$ cat config.mk
export PLATFORM = sky130hd
export DESIGN_NAME = rom_fifo_loader
export DESIGN_NICKNAME = d
export VERILOG_FILES = /design/src/rtl/rom_fifo_loader.sv
export SDC_FILE = /design/constraint.sdc
export NUM_CORES = 1
export LEC_CHECK = 0
export ABC_AREA = 0
export BUFFER_PORTS_ARGS = -buffer_cell sky130_fd_sc_hd__buf_2
export CORE_MARGIN = 2
export CORE_UTILIZATION = 60
export CTS_CLUSTER_DIAMETER = 100
export DETAILED_ROUTE_END_ITERATION = 10
export PLACE_DENSITY = 0.85
export SYNTH_ARGS = -nofsm -noshare
export SYNTH_HDL_FRONTEND = slang
export SYNTH_SLANG_ARGS = --single-unit
$ cat constraint.sdc
create_clock -name clk -period 5.55 [get_ports clk]
set_input_delay 0.2775 -clock clk [delete_from_list [all_inputs] [get_ports clk]]
set_output_delay 0.2775 -clock clk [all_outputs]
set_load 0.03 [all_outputs]
$ cat src/rtl/rom_fifo_loader.sv
// rom_fifo_loader: clears the downstream FIFO, then streams ROM words into it
// lane by lane, honouring full backpressure and waiting for write acks.
module rom_fifo_loader #(
    parameter int ROM_DATA_W  = 16,
    parameter int FIFO_DATA_W = 8,
    parameter int ADDR_W      = 8,
    parameter int ROM_LATENCY = 1,
    parameter int CLR_CYCLES  = 2,
    parameter bit MSB_FIRST   = 1'b1
) (
    input  logic                   clk,
    input  logic                   reset,
    input  logic                   start,
    input  logic [ADDR_W-1:0]      base_addr,
    input  logic [ADDR_W-1:0]      n_words,
    output logic                   busy,
    output logic                   done,
    output logic                   error,
    output logic [FIFO_DATA_W-1:0] fifo_data_out,
    output logic                   fifo_wr_en,
    output logic                   fifo_ext_reset,
    input  logic                   fifo_full,
    input  logic                   fifo_write_ack,
    input  logic                   fifo_overflow,
    output logic [ADDR_W-1:0]      rom_addr,
    input  logic [ROM_DATA_W-1:0]  rom_data
);

    localparam int LANES = ROM_DATA_W / FIFO_DATA_W;
    localparam logic [2:0] LANE_LAST = 3'(LANES - 1);
    localparam logic [2:0] WAIT_LAST = 3'(ROM_LATENCY);
    localparam logic [3:0] CLR_LAST  = 4'(CLR_CYCLES - 1);
    localparam logic [ADDR_W-1:0] ONE = ADDR_W'(1);

    typedef enum logic [2:0] {
        S_IDLE,
        S_CLEAR,
        S_FETCH,
        S_WAIT_ROM,
        S_WRITE,
        S_DRAIN,
        S_DONE
    } state_t;

    state_t                r_state;
    state_t                w_next;
    logic [ADDR_W-1:0]     r_addr;
    logic [ADDR_W-1:0]     r_words;
    logic [ADDR_W-1:0]     r_rom_addr;
    logic [ROM_DATA_W-1:0] r_shift;
    logic [2:0]            r_lane;
    logic [2:0]            r_wait;
    logic [3:0]            r_clr;
    logic [2:0]            r_pending;
    logic                  r_error;

    always_ff @(posedge clk or posedge reset) begin
        if (reset) begin
            r_state <= S_IDLE;
        end else begin
            r_state <= w_next;
        end
    end

    always_comb begin
        w_next         = r_state;
        busy           = 1'b1;
        done           = 1'b0;
        fifo_ext_reset = 1'b0;
        fifo_wr_en     = 1'b0;
        unique case (r_state)
            S_IDLE: begin
                busy = 1'b0;
                if (start) begin
                    w_next = S_CLEAR;
                end
            end
            S_CLEAR: begin
                fifo_ext_reset = 1'b1;
                if (r_clr == CLR_LAST) begin
                    w_next = (r_words == '0) ? S_DONE : S_FETCH;
                end
            end
            S_FETCH: begin
                w_next = S_WAIT_ROM;
            end
            S_WAIT_ROM: begin
                if (r_wait == WAIT_LAST) begin
                    w_next = S_WRITE;
                end
            end
            S_WRITE: begin
                // Gate on full so a write is never issued into a full FIFO
                fifo_wr_en = ~fifo_full;
                if (~fifo_full && (r_lane == LANE_LAST)) begin
                    w_next = (r_words == ONE) ? S_DRAIN : S_FETCH;
                end
            end
            S_DRAIN: begin
                if (r_pending == '0) begin
                    w_next = S_DONE;
                end
            end
            S_DONE: begin
                done   = 1'b1;
                w_next = S_IDLE;
            end
            default: begin
                w_next = S_IDLE;
            end
        endcase
        if (fifo_overflow && (r_state != S_IDLE) && (r_state != S_DONE)) begin
            w_next = S_DONE;
        end
    end

    always_ff @(posedge clk or posedge reset) begin
        if (reset) begin
            r_addr     <= '0;
            r_words    <= '0;
            r_rom_addr <= '0;
            r_shift    <= '0;
            r_lane     <= '0;
            r_wait     <= '0;
            r_clr      <= '0;
        end else begin
            case (r_state)
                S_IDLE: begin
                    if (start) begin
                        r_addr  <= base_addr;
                        r_words <= n_words;
                        r_clr   <= '0;
                    end
                end
                S_CLEAR: begin
                    r_clr <= r_clr + 4'd1;
                end
                S_FETCH: begin
                    r_rom_addr <= r_addr;
                    r_wait     <= '0;
                end
                S_WAIT_ROM: begin
                    r_wait <= r_wait + 3'd1;
                    if (r_wait == WAIT_LAST) begin
                        r_shift <= rom_data;
                        r_lane  <= '0;
                    end
                end
                S_WRITE: begin
                    if (fifo_wr_en) begin
                        r_lane  <= r_lane + 3'd1;
                        r_shift <= MSB_FIRST ? (r_shift << FIFO_DATA_W)
                                             : (r_shift >> FIFO_DATA_W);
                        if (r_lane == LANE_LAST) begin
                            r_words <= r_words - ONE;
                            r_addr  <= r_addr + ONE;
                        end
                    end
                end
                default: begin
                end
            endcase
        end
    end

    // Outstanding writes; acks seen while idle are ignored
    always_ff @(posedge clk or posedge reset) begin
        if (reset) begin
            r_pending <= '0;
            r_error   <= 1'b0;
        end else if (r_state == S_IDLE) begin
            r_pending <= '0;
            if (start) begin
                r_error <= 1'b0;
            end
        end else begin
            if (fifo_overflow) begin
                r_error <= 1'b1;
            end
            unique case ({fifo_wr_en, fifo_write_ack})
                2'b10: r_pending <= r_pending + 3'd1;
                2'b01: begin
                    if (r_pending != '0) begin
                        r_pending <= r_pending - 3'd1;
                    end
                end
                default: begin
                end
            endcase
        end
    end

    assign error         = r_error;
    assign rom_addr      = r_rom_addr;
    assign fifo_data_out = MSB_FIRST ? r_shift[ROM_DATA_W-1 -: FIFO_DATA_W]
                                     : r_shift[FIFO_DATA_W-1:0];

endmodule

==> key figures <==
Floorplan
  • # rows: 26
  • Die Y: 76.3 µm
  • Die ar.: 0.00582 mm²
  • Die W: roughly 76 µm
  • # IOs: 59
  • Starting Density: 0.617
  • Core box area: just over 0.005 mm²

Synth
  • Area share of the largest cell type after synthesis: 0.455
  • Top post-synthesis cells by count: dfrtp_1, nand2_1, o21ai_0
  • Xor-xnor portion of the synthesized cell area: 0.00839
  • Unique masters post-synth: 49
  • Largest area contributor in the netlist: dfrtp_1
  • Async set-reset flop share out of synthesis: 1.00
  • Post-Synthesis Cells: 344
  • Ys Warns: 0
  • Post-synth EDFFs: 0
  • Mux cell area share after synthesis: 0.0383
  • Most frequent cell after synthesis: dfrtp_1
  • Synth area leaders: dfrtp_1, nand2_1, o21ai_0
  • Post-synth top flop: dfrtp_1
  • Synth Area in Compound Gates: 0.184
  • Sequential fraction of the synthesis area: 0.455
  • Avg Inst Size Synth: roughly 9 µm²
  • Post-synthesis register bit count: 57
  • Simple-gate share of the synthesized area: 0.194
  • Combinational family with the most area after synthesis: simple AND/OR/NAND/NOR gates
  • Syn nets: 395
  • Post-synthesis cell area: 0.00313 mm²
  • Area share of fa/ha/maj cells after synthesis: 0.0519

Job
  • MaxCap Viol Count: 0

Timing
  • Crit share post-route: 0.507
  • Fin Clk Skew: approximately 0.0076 ns
  • Worst Tran Pin Value: 0.999 ns
  • Fin crit period: between 2 and 3 ns
  • Setup TNS: 0 ns
  • FMAX: between 300 and 400 MHz
  • Final Hold Fails: 0
  • Setup Viol. Count Final: 0
  • Count of pins over their slew limit: 0
  • Slew HR: 0.334
  • RSZ-0062 raised after global routing: no

Clock tree
  • Root Driver: clkbuf_8
  • # H-tree levels: 3
  • Clock sink total: 57
  • CTS buffer count: 9
  • Clock latency on the worst-skew pair: 0.33 ns
  • # hold bufs at CTS: 0
  • Post-CTS Setup Bufs: 0
  • Clk slew on worst S/H paths: 0.07 ns
  • Longest Clk Path Bufs: 2
  • CTS tree: done
  • # resized after CTS: 0

Global route
  • First-pass GRT wire length: 11200 µm
  • Vias in the first global route: 2504
  • Total gr overflow: 0
  • Overall global routing resource usage: 0.241
  • Largest net degree at the start of global routing: between 50 and 60
  • Initial antenna violation count: 0

Pwr
  • Logic pwr share: 0.435
  • Clk network pwr share: 0.185
  • Part of the power in registers: 0.380
  • PwrDens: 587 mW/mm²
  • Sw Share: 0.434
  • Peak VDD IR: approximately 0.31 mV
  • Leak: 0.00159 µW
  • Psw: ~900 µW
  • Int Pwr: ~1200 µW

Routing
  • Pre-Repair DR Iteration Count: 4
  • Iter 0 DRT Violations: 157
  • Final ANT Viol Nets: 0
  • DRC viols: 0
  • Via density: roughly 5.7
  • Drt wl/cell: ~14 µm
  • Wirelength, routed: 6500 µm
  • Detailed-route via count: ~2.6k

Cells and area
  • Layout cell share with drive strength beyond 1: 0.237
  • Area Growth Syn to Fin: 13.6%
  • Diodes inserted: 0
  • Post-route cell area: 0.00356 mm²
  • NumNets Final: 440

Worst setup path
  • CP Capture Type: flop
  • R2r setup slk: 2.74 ns
  • Worst r2r dst: r_pending[2]
  • Crit path required time: 5.81 ns
  • Worst setup SP type: flop
  • Critical path arrival: 3.07 ns
  • RR Startpoint: r_state[0]
  • FF-to-FF path depth: 8
  • Worst-path maximum fanout: 18
  • CP Class: reg2reg

Place
  • IO buf count: a little under 60
  • Post-DP Area: 0.00336 mm²
  • Post-DP HPWL: around 4400 µm
  • GP Congestion: 0.869

Min path
  • Worst hold-check path type: in2async

Outcome
  • Status: completed
==> cell families after synthesis <==
family | after synthesis
multiplexers | 11
XOR/XNOR | 3
flip-flops | 57
adder cells (fa/ha/maj) | 13
buffers and inverters | 38
AND/OR/NAND/NOR | 126
AO/OA/AOI/OAI | 96
==> metrics by stage <==
step / utilization / power (µW) / std cells / hold WS [ns] / setup WS, ns
finish: 0.701 / 2090 / 463 / 0.139 / 2.74
global route: 0.701 / 2250 / 463 / 0.146 / 2.61
CTS: 0.701 / 2100 / 463 / 0.139 / 2.74
detailed placement: 0.663 / 1710 / 448 / 0.490 / 2.75
global placement: 0.663 / 1660 / 448 / 0.481 / 2.82
floorplan: - / 1530 / 344 / 0.363 / 2.87
==> placed cells by master, fill, tap and decap left out, types with 8 or more instances in the layout <==
master	Yosys	routed
inv_1	11	10
dfrtp_1	57	57
ha_1	13	13
a31oi_1	9	9
nand3_1	11	11
o21ai_0	35	35
a21oi_1	27	27
clkbuf_8	0	11
buf_2	11	58
nor2_1	24	24
mux2_2	8	8
nand2_1	55	55
==> cell type report <==
cell class | instances | area, µm²
sequential | 57 | 1430
timing repair buffer | 60 | 305
tap | 70 | 87.6
inverter | 12 | 45.0
clock inverter | 3 | 40.0
multi-input combinational | 249 | 1500
clock buffer | 12 | 155
fill | 393 | 1520
==> power by group through the flow <==
stage	Clock [µW]	Combinational [µW]	Sequential (µW)
floorplan	0	736	796
global placement	0	878	785
detailed placement	0	912	796
CTS	396	915	790
global route	417	1010	824
finish	387	909	794
==> worst max-delay path, cell delays in order, from the launching register on <==
cell and delay, ns:
dfrtp_1 0.57, or4b_4 0.72, ha_1 0.28, xor2_1 0.16, ha_1 0.18, a21oi_1 0.14, xor2_1 0.09, or3b_2 0.44
a21oi_1 0.15
==> per-layer routing <==
metal,vias up,part of all wire,GRT usage
li1,1295,-,-
met3,8,0.064,0.0664
met2,84,0.48,0.391
met5,-,0,0
met1,1261,0.44,0.313
met4,0,0.012,0.0800
==> flip-flops by register name, indices dropped and copies added (netlist names), 4 cells and up <==
name,count
r_shift,16
r_addr,8
r_words,8
rom_addr,8
r_clr,4
==> how the worst max path moves through the flow <==
stage	startpoint	endpoint	slack, ns	depth (start not counted)
6_report	r_state[0]	r_pending[2]	2.74	8
5_1_grt	r_state[0]	r_pending[2]	2.61	8
4_1_cts	r_state[0]	r_pending[2]	2.74	8
3_5_place_dp	r_state[0]	r_pending[2]	2.75	8
3_3_place_gp	r_state[0]	r_pending[2]	2.82	8
2_1_floorplan	r_state[0]	r_pending[2]	2.87	11
(Power assumes the default switching activity.)
